===== config.mk =====
export PLATFORM = sky130hd
export DESIGN_NAME = riscv_mc_ctrl_fsm
export DESIGN_NICKNAME = d
export VERILOG_FILES = /design/src/rtl/riscv_mc_ctrl_fsm.sv
export SDC_FILE = /design/constraint.sdc
export NUM_CORES = 1
export LEC_CHECK = 0
export ABC_CLOCK_PERIOD_IN_PS = 1670
export BUFFER_PORTS_ARGS = -buffer_cell sky130_fd_sc_hd__clkbuf_2
export CORE_ASPECT_RATIO = 0.75
export CORE_MARGIN = 2
export CORE_UTILIZATION = 45
export CTS_BUF_LIST = sky130_fd_sc_hd__clkbuf_16
export DETAILED_ROUTE_END_ITERATION = 8
export GPL_TIMING_DRIVEN = 0
export HOLD_SLACK_MARGIN = 0.08
export PLACE_DENSITY_LB_ADDON = 0.05
export SETUP_SLACK_MARGIN = 0.15
export SYNTH_ARGS = -nofsm -noshare
export SYNTH_HDL_FRONTEND = slang
export SYNTH_SLANG_ARGS = --single-unit

===== constraint.sdc =====
create_clock -name clk -period 1.67 [get_ports clk]
set_input_delay 0.167 -clock clk [delete_from_list [all_inputs] [get_ports clk]]
set_output_delay 0.167 -clock clk [all_outputs]
set_load 0.05 [all_outputs]

===== src/rtl/riscv_mc_ctrl_fsm.sv =====
// Multicycle RV32I main control FSM: fetch/decode/execute/memory/writeback sequencing
// with a memory ready handshake, run gating, a memory-wait timeout and a retire counter.
module riscv_mc_ctrl_fsm #(
   parameter int MEM_TIMEOUT = 16,
   parameter int BRANCH_FULL = 1,
   parameter int RET_CNT_W   = 32
) (
   input  logic                 clk,
   input  logic                 rst,
   input  logic                 run,
   input  logic [6:0]           opcode,
   input  logic [2:0]           funct3,
   input  logic                 cmp_eq,
   input  logic                 cmp_lt,
   input  logic                 cmp_ltu,
   input  logic                 mem_ready,
   output logic                 pc_write,
   output logic                 pc_src,
   output logic                 addr_src,
   output logic                 mem_read,
   output logic                 mem_write,
   output logic                 ir_write,
   output logic [1:0]           wb_src,
   output logic                 reg_write,
   output logic                 alu_op,
   output logic [1:0]           alu_src_a,
   output logic [1:0]           alu_src_b,
   output logic                 retired,
   output logic [RET_CNT_W-1:0] retire_count,
   output logic                 halted,
   output logic                 illegal,
   output logic                 timeout
);

   localparam logic [6:0] OP_R     = 7'b0110011;
   localparam logic [6:0] OP_I     = 7'b0010011;
   localparam logic [6:0] OP_LOAD  = 7'b0000011;
   localparam logic [6:0] OP_STORE = 7'b0100011;
   localparam logic [6:0] OP_BR    = 7'b1100011;
   localparam logic [6:0] OP_JAL   = 7'b1101111;
   localparam logic [6:0] OP_JALR  = 7'b1100111;
   localparam logic [6:0] OP_LUI   = 7'b0110111;
   localparam logic [6:0] OP_AUIPC = 7'b0010111;

   localparam int CNT_W = (MEM_TIMEOUT > 1) ? $clog2(MEM_TIMEOUT) : 1;
   localparam logic [CNT_W-1:0] CNT_LIMIT = CNT_W'((MEM_TIMEOUT > 0) ? MEM_TIMEOUT - 1 : 0);

   typedef enum logic [3:0] {
      S_FETCH, S_DECODE, S_EXEC_R, S_EXEC_I, S_LUI, S_AUIPC, S_ALU_WB, S_MEM_ADDR,
      S_LOAD, S_LOAD_WB, S_STORE, S_BRANCH, S_JAL, S_JALR_CALC, S_JALR_WB, S_HALT
   } state_t;

   state_t           state_reg, state_next;
   logic [CNT_W-1:0] wait_cnt_reg;
   logic             waiting, illegal_hit, timeout_hit;
   logic             br_taken, br_legal;

   always_comb begin
      br_taken = 1'b0;
      case (funct3)
         3'b000:  br_taken = cmp_eq;
         3'b001:  br_taken = !cmp_eq;
         3'b100:  br_taken = cmp_lt;
         3'b101:  br_taken = !cmp_lt;
         3'b110:  br_taken = cmp_ltu;
         3'b111:  br_taken = !cmp_ltu;
         default: br_taken = 1'b0;
      endcase
      br_legal = (funct3[2:1] == 2'b00) || ((BRANCH_FULL != 0) && funct3[2]);
   end

   always_comb begin
      pc_write    = 1'b0;
      pc_src      = 1'b0;
      addr_src    = 1'b0;
      mem_read    = 1'b0;
      mem_write   = 1'b0;
      ir_write    = 1'b0;
      wb_src      = 2'b00;
      reg_write   = 1'b0;
      alu_op      = 1'b0;
      alu_src_a   = 2'b00;
      alu_src_b   = 2'b00;
      retired     = 1'b0;
      halted      = 1'b0;
      waiting     = 1'b0;
      illegal_hit = 1'b0;
      timeout_hit = 1'b0;
      state_next  = state_reg;
      case (state_reg)
         S_FETCH: if (run) begin
            mem_read  = 1'b1;
            alu_src_b = 2'b01;
            waiting   = 1'b1;
            if (mem_ready) begin
               ir_write   = 1'b1;
               pc_write   = 1'b1;
               state_next = S_DECODE;
            end
         end
         S_DECODE: begin
            alu_src_a = 2'b01;
            alu_src_b = 2'b10;
            case (opcode)
               OP_R:            state_next = S_EXEC_R;
               OP_I:            state_next = S_EXEC_I;
               OP_LOAD, OP_STORE: state_next = S_MEM_ADDR;
               OP_BR: begin
                  state_next  = br_legal ? S_BRANCH : S_HALT;
                  illegal_hit = !br_legal;
               end
               OP_JAL:          state_next = S_JAL;
               OP_JALR:         state_next = S_JALR_CALC;
               OP_LUI:          state_next = S_LUI;
               OP_AUIPC:        state_next = S_AUIPC;
               default: begin
                  state_next  = S_HALT;
                  illegal_hit = 1'b1;
               end
            endcase
         end
         S_EXEC_R: begin
            alu_src_a = 2'b10; alu_src_b = 2'b00; alu_op = 1'b1; state_next = S_ALU_WB;
         end
         S_EXEC_I: begin
            alu_src_a = 2'b10; alu_src_b = 2'b10; alu_op = 1'b1; state_next = S_ALU_WB;
         end
         S_LUI: begin
            alu_src_a = 2'b11; alu_src_b = 2'b10; state_next = S_ALU_WB;
         end
         S_AUIPC: begin
            alu_src_a = 2'b01; alu_src_b = 2'b10; state_next = S_ALU_WB;
         end
         S_ALU_WB: begin
            wb_src = 2'b01; reg_write = 1'b1; retired = 1'b1; state_next = S_FETCH;
         end
         S_MEM_ADDR: begin
            alu_src_a  = 2'b10;
            alu_src_b  = 2'b10;
            state_next = (opcode == OP_LOAD) ? S_LOAD : S_STORE;
         end
         S_LOAD: begin
            addr_src = 1'b1; mem_read = 1'b1; waiting = 1'b1;
            if (mem_ready) state_next = S_LOAD_WB;
         end
         S_LOAD_WB: begin
            wb_src = 2'b00; reg_write = 1'b1; retired = 1'b1; state_next = S_FETCH;
         end
         S_STORE: begin
            addr_src = 1'b1; mem_write = 1'b1; waiting = 1'b1;
            if (mem_ready) begin
               retired    = 1'b1;
               state_next = S_FETCH;
            end
         end
         S_BRANCH: begin
            pc_src = 1'b1; pc_write = br_taken; retired = 1'b1; state_next = S_FETCH;
         end
         S_JALR_CALC: begin
            alu_src_a = 2'b10; alu_src_b = 2'b10; state_next = S_JALR_WB;
         end
         S_JAL, S_JALR_WB: begin
            wb_src = 2'b10; reg_write = 1'b1; pc_src = 1'b1; pc_write = 1'b1;
            retired = 1'b1; state_next = S_FETCH;
         end
         default: halted = 1'b1;
      endcase
      // The request is still visible during the last allowed wait cycle; HALT drops it.
      if ((MEM_TIMEOUT > 0) && waiting && !mem_ready && (wait_cnt_reg == CNT_LIMIT)) begin
         state_next  = S_HALT;
         timeout_hit = 1'b1;
      end
      if (rst) begin
         pc_write = 1'b0; pc_src = 1'b0; addr_src = 1'b0; mem_read = 1'b0;
         mem_write = 1'b0; ir_write = 1'b0; wb_src = 2'b00; reg_write = 1'b0;
         alu_op = 1'b0; alu_src_a = 2'b00; alu_src_b = 2'b00; retired = 1'b0;
         halted = 1'b0; illegal_hit = 1'b0; timeout_hit = 1'b0;
      end
   end

   always_ff @(posedge clk or posedge rst) begin
      if (rst) begin
         state_reg    <= S_FETCH;
         wait_cnt_reg <= '0;
         retire_count <= '0;
         illegal      <= 1'b0;
         timeout      <= 1'b0;
      end else begin
         state_reg <= state_next;
         if (waiting && !mem_ready && (state_next == state_reg))
            wait_cnt_reg <= wait_cnt_reg + CNT_W'(1);
         else
            wait_cnt_reg <= '0;
         if (retired)
            retire_count <= retire_count + RET_CNT_W'(1);
         if (illegal_hit)
            illegal <= 1'b1;
         if (timeout_hit)
            timeout <= 1'b1;
      end
   end

endmodule


### Word-level counts from Yosys, hierarchy flattened

Cells that the tools add are included.

* add/subtract/negate cells: 2
* multiply operators: 0
* div/mod/pow operators: 0
* $lt $le $gt $ge: 0
* equal/unequal tests: 30
* shift operators: 0
* multiplexer cells: 47
* bitwise logic cells: 0
* reduce and logical (&&, ||, !) cells: 25

Operators with widths (count)
* 4-bit case mux with 8 select lines: 2
* 32-bit by 1-bit adder with 32-bit output (second input constant): 1
* 4-bit equality test (second input constant): 8
* 1-bit two-way mux: 25
* 4-bit two-way mux: 6
* 7-bit by 6-bit equality test with 1-bit output (second input constant): 3
* 7-bit equality test (second input constant): 3
* 4-bit by 3-bit equality test with 1-bit output (second input constant): 4
* 15-bit OR reduction: 1
* 7-bit by 5-bit equality test with 1-bit output (second input constant): 2
* 3-bit equality test (second input constant): 4
* 4-bit OR reduction: 3
* 2-bit OR reduction: 5
* 4-bit by 2-bit equality test with 1-bit output (second input constant): 2
* 2-bit two-way mux: 4
* 1-bit case mux with 2 select lines: 4
* 2-bit case mux with 2 select lines: 2
* 8-bit OR reduction: 1
* 7-bit by 2-bit equality test with 1-bit output (second input constant): 1
* 1-bit case mux with 6 select lines: 1
* 2-bit case mux with 3 select lines: 1
* 6-bit OR reduction: 1
* 1-bit zero test: 5
* 5-bit OR reduction: 1
* other kinds (12): 14

* register bits after elaboration: 42
* latch bits: 0
* bits in writable memories: 0
* bits in read-only memories: 0
* input bits: 17
* output and inout port bits: 50
* memories kept: 0

### Depth between registers and ports, before layout

Gate-level depths: netlist of run 1.

* depth in word-level cells: 9
* mapped depth: 7
* gate-level depth less buffers: 6

### Worst setup path before layout of run 1

No wires, ideal clock.

* path type: reg-to-output
* start: reg state_reg[2]
* end: out pc_write
* arrival time: 2.771 ns
* data required time: 1.503 ns
* setup slack: -1.268 ns
* cell stages (with the launch flop): 7
* cells stage by stage: dfrtp_1 > buf_2 > nor2_1 > nand2_1 > nor3_1 > and2_1 > a21o_1

* word-level cells in the longest chain between the ends: 4
* elaborated cells between the ends (all ways): 7
* those cells by class: 3 x eq/ne; 2 x mux; 2 x reduce/logical

RTL lines
* start: declaration: RTL line 53 `state_t state_reg, state_next;`
* start signal: assignment: RTL line 189 `state_reg <= state_next;`
* 4-bit equality test: RTL line 90 `case (state_reg)`
* 2-bit OR reduction
* 1-bit case mux with 3 select lines *: RTL line 90
* 1-bit two-way mux *: RTL line 173 `if (rst) begin`
* end: declaration: RTL line 17 `output logic pc_write,`

Mark *: on every way between the ends. The rest lies on a longest branch, timed or not.

### Worst setup path in the final report of run 1

* start: reg state_reg[2]
* end: out retired

* word-level cells in the longest chain between the ends: 4
* elaborated cells between the ends (all ways): 9
* those cells by class: 6 x eq/ne; 2 x mux; 1 x reduce/logical

RTL lines
* 4-bit equality test or 4-bit by 3-bit equality test with 1-bit output (tied branches): RTL line 90
* 5-bit OR reduction (no line)
* 1-bit case mux with 2 select lines *: RTL line 90
* 1-bit two-way mux *: RTL line 173
* end: declaration: RTL line 28 `output logic retired,`

Marked as above.

==> results of run 1 <==
[repair_timing]
action | in CTS | in global routing
gates resized for setup | 70 | 69
setup buffers | 27 | 22
endpoints found under the setup margin | 58 | 79
gates cloned | 3 | 0
hold buffers | 1 | 0
pin swaps | 21 | 39
endpoints found under the hold margin | 21 | 0
[power by group through the flow]
stage | Combinational [mW] | Sequential [mW] | Clock [mW]
floorplan | 1.68 | 1.53 | 0
global placement | 2.27 | 1.35 | 0
detailed placement | 2.29 | 1.35 | 0
CTS | 3.13 | 1.34 | 0.949
global route | 4.01 | 1.36 | 1.02
finish | 3.91 | 1.35 | 0.964
[synth_stat cells, types with 2 or more instances]
| master | instances |
|---|---|
| or2_2 | 2 |
| ha_1 | 2 |
| inv_1 | 9 |
| a21oi_1 | 4 |
| and4_1 | 2 |
| o21ai_0 | 5 |
| xnor2_1 | 15 |
| and3_1 | 6 |
| nor4_1 | 7 |
| a31oi_1 | 2 |
| nand2b_1 | 5 |
| o21bai_1 | 2 |
| nand4_1 | 12 |
| a211oi_1 | 2 |
| nand3b_1 | 2 |
| nor2_1 | 25 |
| xor2_1 | 21 |
| and2_1 | 3 |
| clkbuf_1 | 8 |
| nor3_1 | 17 |
| nand2_1 | 14 |
| nor2b_1 | 4 |
| a21o_1 | 2 |
| nand3_1 | 19 |
| dfrtp_1 | 42 |
[metrics by stage]
stage          power (mW)  std cells  setup slack (ns)
2_1_floorplan        3.21        259            -0.319
3_3_place_gp         3.62        398            -0.519
3_5_place_dp         3.63        398            -0.531
4_1_cts              5.42        437            -0.204
5_1_grt              6.39        459            -0.296
6_report             6.22        459            -0.271
[cell type report]
cell class,instances,area (sq um),area share [%]
Buffer,11,155,3.57
Clock buffer,5,125,2.88
Clock inverter,3,17.5,0.403
Inverter,9,41.3,0.950
Multi-Input combinational cell,197,1850,42.6
Sequential cell,42,1080,24.8
Tap cell,75,93.8,2.16
Timing Repair Buffer,116,977,22.5
Timing Repair inverter,1,5.00,0.115
[per-layer routing]
layer | global-route usage [%] | vias up | routed length, um
li1 | - | 1173 | -
met1 | 36.0 | 1325 | 3920
met2 | 39.2 | 108 | 4340
met3 | 5.50 | 21 | 442
met4 | 6.82 | 0 | 235
met5 | 0 | - | 0
[path summary, 6_finish.rpt]
check                                               start                      endpoint  slack [ns]  depth (start not counted)
worst max-delay path               state_reg[2]$_DFF_PP0_                       retired       -0.27                          6
worst min-delay path                                  rst  retire_count[15]$_DFFE_PP0P_        0.12                          2
max in group asynchronous                             rst        state_reg[1]$_DFF_PP0_        0.55                          3
min in group clk                                      rst           illegal$_DFFE_PP0P_        0.18                          2
worst max register to register     state_reg[2]$_DFF_PP0_  retire_count[20]$_DFFE_PP0P_       -0.25                          9
worst min register to register  wait_cnt_reg[0]$_DFF_PP0_     wait_cnt_reg[0]$_DFF_PP0_        0.47                          1
[cell families after synthesis]
kind of cell | after synthesis | synth area share (%)
fa+ha+maj | 2 | 1.03
compound gates | 27 | 8.09
simple gates | 129 | 29.7
buf+inv | 20 | 3.30
xor+xnor | 37 | 13.7
mux | 2 | 0.876
flops | 42 | 43.3
==> summary.md, run 1 <==
| Metric | Value |
|---|---|
| CORE AREA | `roughly 5300 sq um` |
| Maximum VDD drop | `just under 0.8 mV` |
| DPL Wire Length | `4550 um` |
| Layout-stage area growth over the synthesis result | `79.1%` |
| Synth Warn # | `0` |
| Share of synthesized flip-flops with an asynchronous set or reset | `100%` |
| Max incr delay on CP | `0.37 ns` |
| Chip width | `~90 um` |
| Final number of setup-violating endpoints | `53` |
| Number of nets with antenna violations after routing | `0` |
| Sum of negative setup slack | `-6.19 ns` |
| Post-synth top flop | `dfrtp_1` |
| Via density | `roughly 5.7` |
| Flip-flop count of the largest register after layout | `32` |
| Worst Setup Start Kind | `register` |
| Fin worst setup slack | `-0.271 ns` |
| Required @ worst endpoint | `roughly 1.5 ns` |
| Cell internal power dissipation | `3.51 mW` |
| Result of the run | `complete, but fails checks` |
| Crit-path slowest cell | `dfrtp_1` |
| Source-to-sink clock delay at the later pin of the worst-skew pair | `roughly 0.29 ns` |
| Top cells by area in the synthesized netlist | `dfrtp_1 (43%), xor2_1 (7.6%), xnor2_1 (5.4%)` |
| Crit path buf inv count | `3` |
| Count of mapped cells out of synthesis | `259` |
| Worst min path class | `input pin to asynchronous set/reset pin` |
| Library cells used by synthesis | `52` |
| Top cell type's share of synthesized area | `43.3%` |
| Chain of cells forming the critical path | `buf_6, a21o_1, a221o_1, and2_4, buf_8, clkbuf_16` |
| Family with the most delay on the worst path | `compound AO/OA/AOI/OAI gates` |
| Final Max Tran Viols | `0` |
| Clock transition at the registers of the reported paths | `~0.060 ns` |
| RSZ-0062 raised after global routing | `yes` |
| TritonCTS clock tree | `built` |
| Ports placed on the boundary | `between 60 and 70` |
| Most common library cell in the layout ignoring fill and taps | `clkbuf_2` |
| EDFF count, synth | `0` |
| Ratio of cells with drive above 1 in the final layout | `61.7%` |
| Via total after detailed routing | `between 2,000 and 3,000` |
| Final weighted congestion in routability-driven placement | `0.810` |
| Count of antenna diodes in the layout | `0` |
| Switching share of total power | `roughly 44%` |
| Shortest period the worst path allows | `1.94 ns` |
| Port Buffer Count | `64` |
| Share of the clock period used by the worst path after layout | `116%` |
| Maximum number of pins on one net before global-route repair | `22` |
| Setup skew after layout | `~0.0053 ns` |
| Crit path arrival time | `~1.8 ns` |
| End-of-flow core utilization | `between 80 and 90%` |
| First-pass detailed-route iteration total | `4` |
| Combined area of all synthesized cells | `around 2400 sq um` |
| Gate power share | `62.8%` |
| Wire length per cell after detailed routing | `just under 20 um` |
| Vias in the first global route | `2,323` |
| Net load switching power | `about 2.7 mW` |
| Total non-filler cell area in the finished layout | `approximately 4300 sq um` |
| Initial antenna violation count | `0` |
| Commonest cells after routing, fill and taps aside | `clkbuf_2 (49), buf_4 (34), dfrtp_2 (22)` |
| Post-Route Hold Slack | `0.122 ns` |
| Starting DRC count in detailed routing | `184` |
| Synth Net Count | `~280` |
| Highest net fanout along the worst path | `7` |
| Total die area | `~6000 sq um` |
| Number of buffers created by CTS | `5` |
| Clock network fraction of total power | `around 16%` |
| Nature of the critical path endpoint | `output port` |
| Flop pwr share | `21.6%` |
| Final Hold Viols | `0` |
| DP Area | `roughly 3200 sq um` |
| Max-Slew Margin vs Limit | `a little under a third` |
| Vertical die dimension | `about 68 um` |
| Effective utilization at floorplan | `roughly 46%` |
| CTS root buf | `clkbuf_16` |
| #FFs+latches synth | `42` |
| Clock Sink Count | `42` |
| Buffer depth of the longest clock path | `2` |
| Count of filler cells inserted in the layout | `260` |
| DRC Markers | `0` |
| Violations in the final reports | `negative setup slack` |
| Power density over the cells | `1430 nW/um^2` |
| # Max-Cap Violations | `0` |
| Leakage Power | `between 2 and 2.5 nW` |
| Global-route wire length before repair | `11,600 um` |
| Worst setup path category | `register to output port` |
| Final net count | `around 400` |
| Leading area contributor after synthesis | `dfrtp_1` |
| Portion of the post-synthesis area used by sequential elements | `a little over two fifths` |
| GRT Overall Usage | `between 20% and 30%` |
| Placement row count | `23` |
| Total congestion overflow | `0` |
| Pin slew with the least headroom to its limit | `between 1 and 1.5 ns` |
| Fmax achieved | `approximately 0.5 GHz` |
| Number of H-tree branching levels | `2` |
| Total length of routed wires | `slightly below 9000 um` |
| Mapped Avg Cell Area | `around 9.4 sq um` |
(Power assumes the default switching activity.)
==> inputs of run 2 (changes only) <==
--- a/config.mk
+++ b/config.mk
@@ -5,7 +5,7 @@
 export SDC_FILE = /design/constraint.sdc
 export NUM_CORES = 1
 export LEC_CHECK = 0
-export ABC_CLOCK_PERIOD_IN_PS = 1670
+export ABC_CLOCK_PERIOD_IN_PS = 2100
 export BUFFER_PORTS_ARGS = -buffer_cell sky130_fd_sc_hd__clkbuf_2
 export CORE_ASPECT_RATIO = 0.75
 export CORE_MARGIN = 2
==> constraint.sdc (replaced) <==
create_clock -name clk -period 2.1 [get_ports clk]
set_input_delay 0.21 -clock clk [delete_from_list [all_inputs] [get_ports clk]]
set_output_delay 0.21 -clock clk [all_outputs]
set_load 0.05 [all_outputs]
==> run 2 against run 1 <==
Compared with the run above: the run now ends clean; via count fell by 16%; combinational power decreased by 55%; non-clock buffer count decreased by 47; largest cell class unchanged; largest power group unchanged; highest routed layer unchanged.
==> summary.md, run 2 (same netlist as run 1, synthesis figures left out) <==
| Metric | Value |
|---|---|
| Starting DRC count in detailed routing | `115 (-38%)` |
| DP Area | `2930 sq um (-7.6%)` |
| Placement row count | `23 (unchanged)` |
| Shortest period the worst path allows | `between 1.5 and 2 ns` |
| DRC Markers | `0 (unchanged)` |
| First-pass detailed-route iteration total | `4 (unchanged)` |
| Total non-filler cell area in the finished layout | `3250 sq um (-25%)` |
| Flip-flop count of the largest register after layout | `32 (unchanged)` |
| Pre-CTS setup slack | `-0.420 ns (+0.111 ns)` |
| Total congestion overflow | `0 (unchanged)` |
| Total length of routed wires | `6320 um (-29%)` |
| Highest net fanout along the worst path | `8 (+1)` |
| CTS root buf | `clkbuf_16` |
| Sum of negative setup slack | `0 ns (+6.19 ns)` |
| Worst Setup Start Kind | `register` |
| Final Max Tran Viols | `0 (unchanged)` |
| Total die area | `6000 sq um (unchanged)` |
| Effective utilization at floorplan | `46.1% (unchanged)` |
| Clock Sink Count | `42 (unchanged)` |
| CORE AREA | `5270 sq um (unchanged)` |
| Layout-stage area growth over the synthesis result | `33.7%` |
| Source-to-sink clock delay at the later pin of the worst-skew pair | `0.28 ns (about the same)` |
| Wire length on met2 | `2840 um (-35%)` |
| DPL Wire Length | `4430 um (-2.6%)` |
| Nature of the critical path endpoint | `output port` |
| Ratio of cells with drive above 1 in the final layout | `38.8% (-23 points)` |
| Vias in the first global route | `2,083 (-10%)` |
| Count of antenna diodes in the layout | `0 (unchanged)` |
| Initial antenna violation count | `0 (unchanged)` |
| Maximum number of pins on one net before global-route repair | `22 (unchanged)` |
| Commonest cells after routing, fill and taps aside | `clkbuf_2 (62), dfrtp_1 (31), nor2_1 (22)` |
| Via total after detailed routing | `2,200 (-16%)` |
| Pin slew with the least headroom to its limit | `1.02 ns (-0.0132 ns)` |
| Count of filler cells inserted in the layout | `470 (+81%)` |
| Leakage Power | `1.56 nW (-24%)` |
| Final number of setup-violating endpoints | `0 (-100%)` |
| Most common library cell in the layout ignoring fill and taps | `clkbuf_2` |
| # Max-Cap Violations | `0 (unchanged)` |
| Final Hold Viols | `0 (unchanged)` |
| Max incr delay on CP | `0.38 ns (about the same)` |
| Multi-input gate area in the final layout | `1400 sq um (-25%)` |
| Levels on crit path | `6 (unchanged)` |
| RSZ-0062 raised after global routing | `yes` |
| Chip width | `88.8 um (unchanged)` |
| Result of the run | `completed` |
| Uppermost signal routing layer after detailed routing | `met4` |
| Sequential cell area | `1060 sq um (-1.3%)` |
| Ports placed on the boundary | `67 (unchanged)` |
| Fmax achieved | `around 0.53 GHz` |
| Number of H-tree branching levels | `2 (unchanged)` |
| Crit path arrival time | `1.69 ns (-0.08 ns)` |
| Met1 routed wirelength after detailed routing | `3160 um (-19%)` |
| Worst min path class | `input pin to asynchronous set/reset pin` |
| Worst setup path category | `register to output port` |
| TritonCTS clock tree | `built` |
| Clock transition at the registers of the reported paths | `0.06 ns (about the same)` |
| Worst Reg2Reg Path Length in Cells | `5 (-4)` |
| Chain of cells forming the critical path | `buf_6, a21o_1, a221o_1, and2_4, buf_8, clkbuf_16` |
| Family with the most delay on the worst path | `compound AO/OA/AOI/OAI gates` |
| Required @ worst endpoint | `1.89 ns (+0.39 ns)` |
| Setup skew after layout | `0.00667 ns (+0.00132 ns)` |
| Number of nets with antenna violations after routing | `0 (unchanged)` |
| Share of the clock period used by the worst path after layout | `between 90% and 100%` |
| Setup slack on the worst flop-to-flop path | `0.23 ns (+0.48 ns)` |
| Met3 routed wirelength | `289 um (-35%)` |
| Power density over the cells | `1130 nW/um^2 (-21%)` |
| Final net count | `356 (-11%)` |
| Crit-path slowest cell | `dfrtp_1` |
| Maximum VDD drop | `0.549 mV (-30%)` |
| Global-route wire length before repair | `10,200 um (-12%)` |
| Final weighted congestion in routability-driven placement | `0.815 (+0.53%)` |
| Port Buffer Count | `64 (unchanged)` |
| Fin worst setup slack | `0.203 ns (+0.474 ns)` |
| Hold-fix buffers, CTS | `0 (-1)` |
| Crit path buf inv count | `3 (unchanged)` |
| Max-Slew Margin vs Limit | `31.5% (+0.50 points)` |
| Buffer depth of the longest clock path | `2 (unchanged)` |
| Post-Route Hold Slack | `0.120 ns (-0.00206 ns)` |
| Vertical die dimension | `67.6 um (unchanged)` |
| Via density | `5.33 (-6.9%)` |
| GRT Overall Usage | `22.4% (-3.0 points)` |
| Wire length per cell after detailed routing | `15.3 um (-21%)` |
| Number of buffers created by CTS | `5 (unchanged)` |
-- run 2: layer usage --
layer	global-route usage (%)	up-vias
li1	-	1083
met1	33.1	1064
met2	34.5	47
met3	4.03	6
met4	4.36	0
met5	0	-
-- run 2: final timing paths --
| check | startpoint | end |
|---|---|---|
| max in group asynchronous | rst | retire_count[13]$_DFFE_PP0P_ |
| worst min register to register | wait_cnt_reg[0]$_DFF_PP0_ | wait_cnt_reg[0]$_DFF_PP0_ |
| min in group clk | mem_ready | state_reg[0]$_DFF_PP0_ |
| worst max register to register | retire_count[8]$_DFFE_PP0P_ | retire_count[29]$_DFFE_PP0P_ |
| worst max-delay path | state_reg[2]$_DFF_PP0_ | retired |
| worst min-delay path | rst | wait_cnt_reg[0]$_DFF_PP0_ |
-- run 2: area by class of cell --
class | count | share of cell area, %
Tap cell | 75 | 2.89
Timing Repair Buffer | 69 | 12.1
Inverter | 9 | 1.16
Buffer | 11 | 2.47
Multi-Input combinational cell | 197 | 43.1
Timing Repair inverter | 2 | 0.308
Sequential cell | 42 | 32.8
Clock inverter | 3 | 1.35
Clock buffer | 5 | 3.86
-- run 2: timing repair --
item,4_1_cts,5_1_grt
pin swaps,1,3
cloned,2,0
endpoints found under the hold margin,0,0
setup buffers,2,3
setup endpoints to repair,15,24
resized for setup,22,15
-- run 2: report_power, final --
part           total (mW)  switching, mW  internal [mW]  leakage, nW
Combinational        1.77           1.14          0.622        0.942
Clock               0.885          0.322          0.563       0.0842
Sequential           1.03          0.118          0.912        0.534
-- run 2: per-stage QoR --
stage	std cells	total power, mW	utilization, %
4_1_cts	410	3.63	60.8
3_3_place_gp	398	2.54	55.6
3_5_place_dp	398	2.55	55.6
2_1_floorplan	259	2.22	-
6_report	413	3.68	61.6
5_1_grt	413	3.87	61.6
-- run 2: worst register-to-register path, cell delays in order, from the launching register on --
cell and delay (ns):
dfrtp_2 0.42, and4_4 0.27, nand4_4 0.11, or2_4 0.29
or4_4 0.53, xnor2_2 0.14
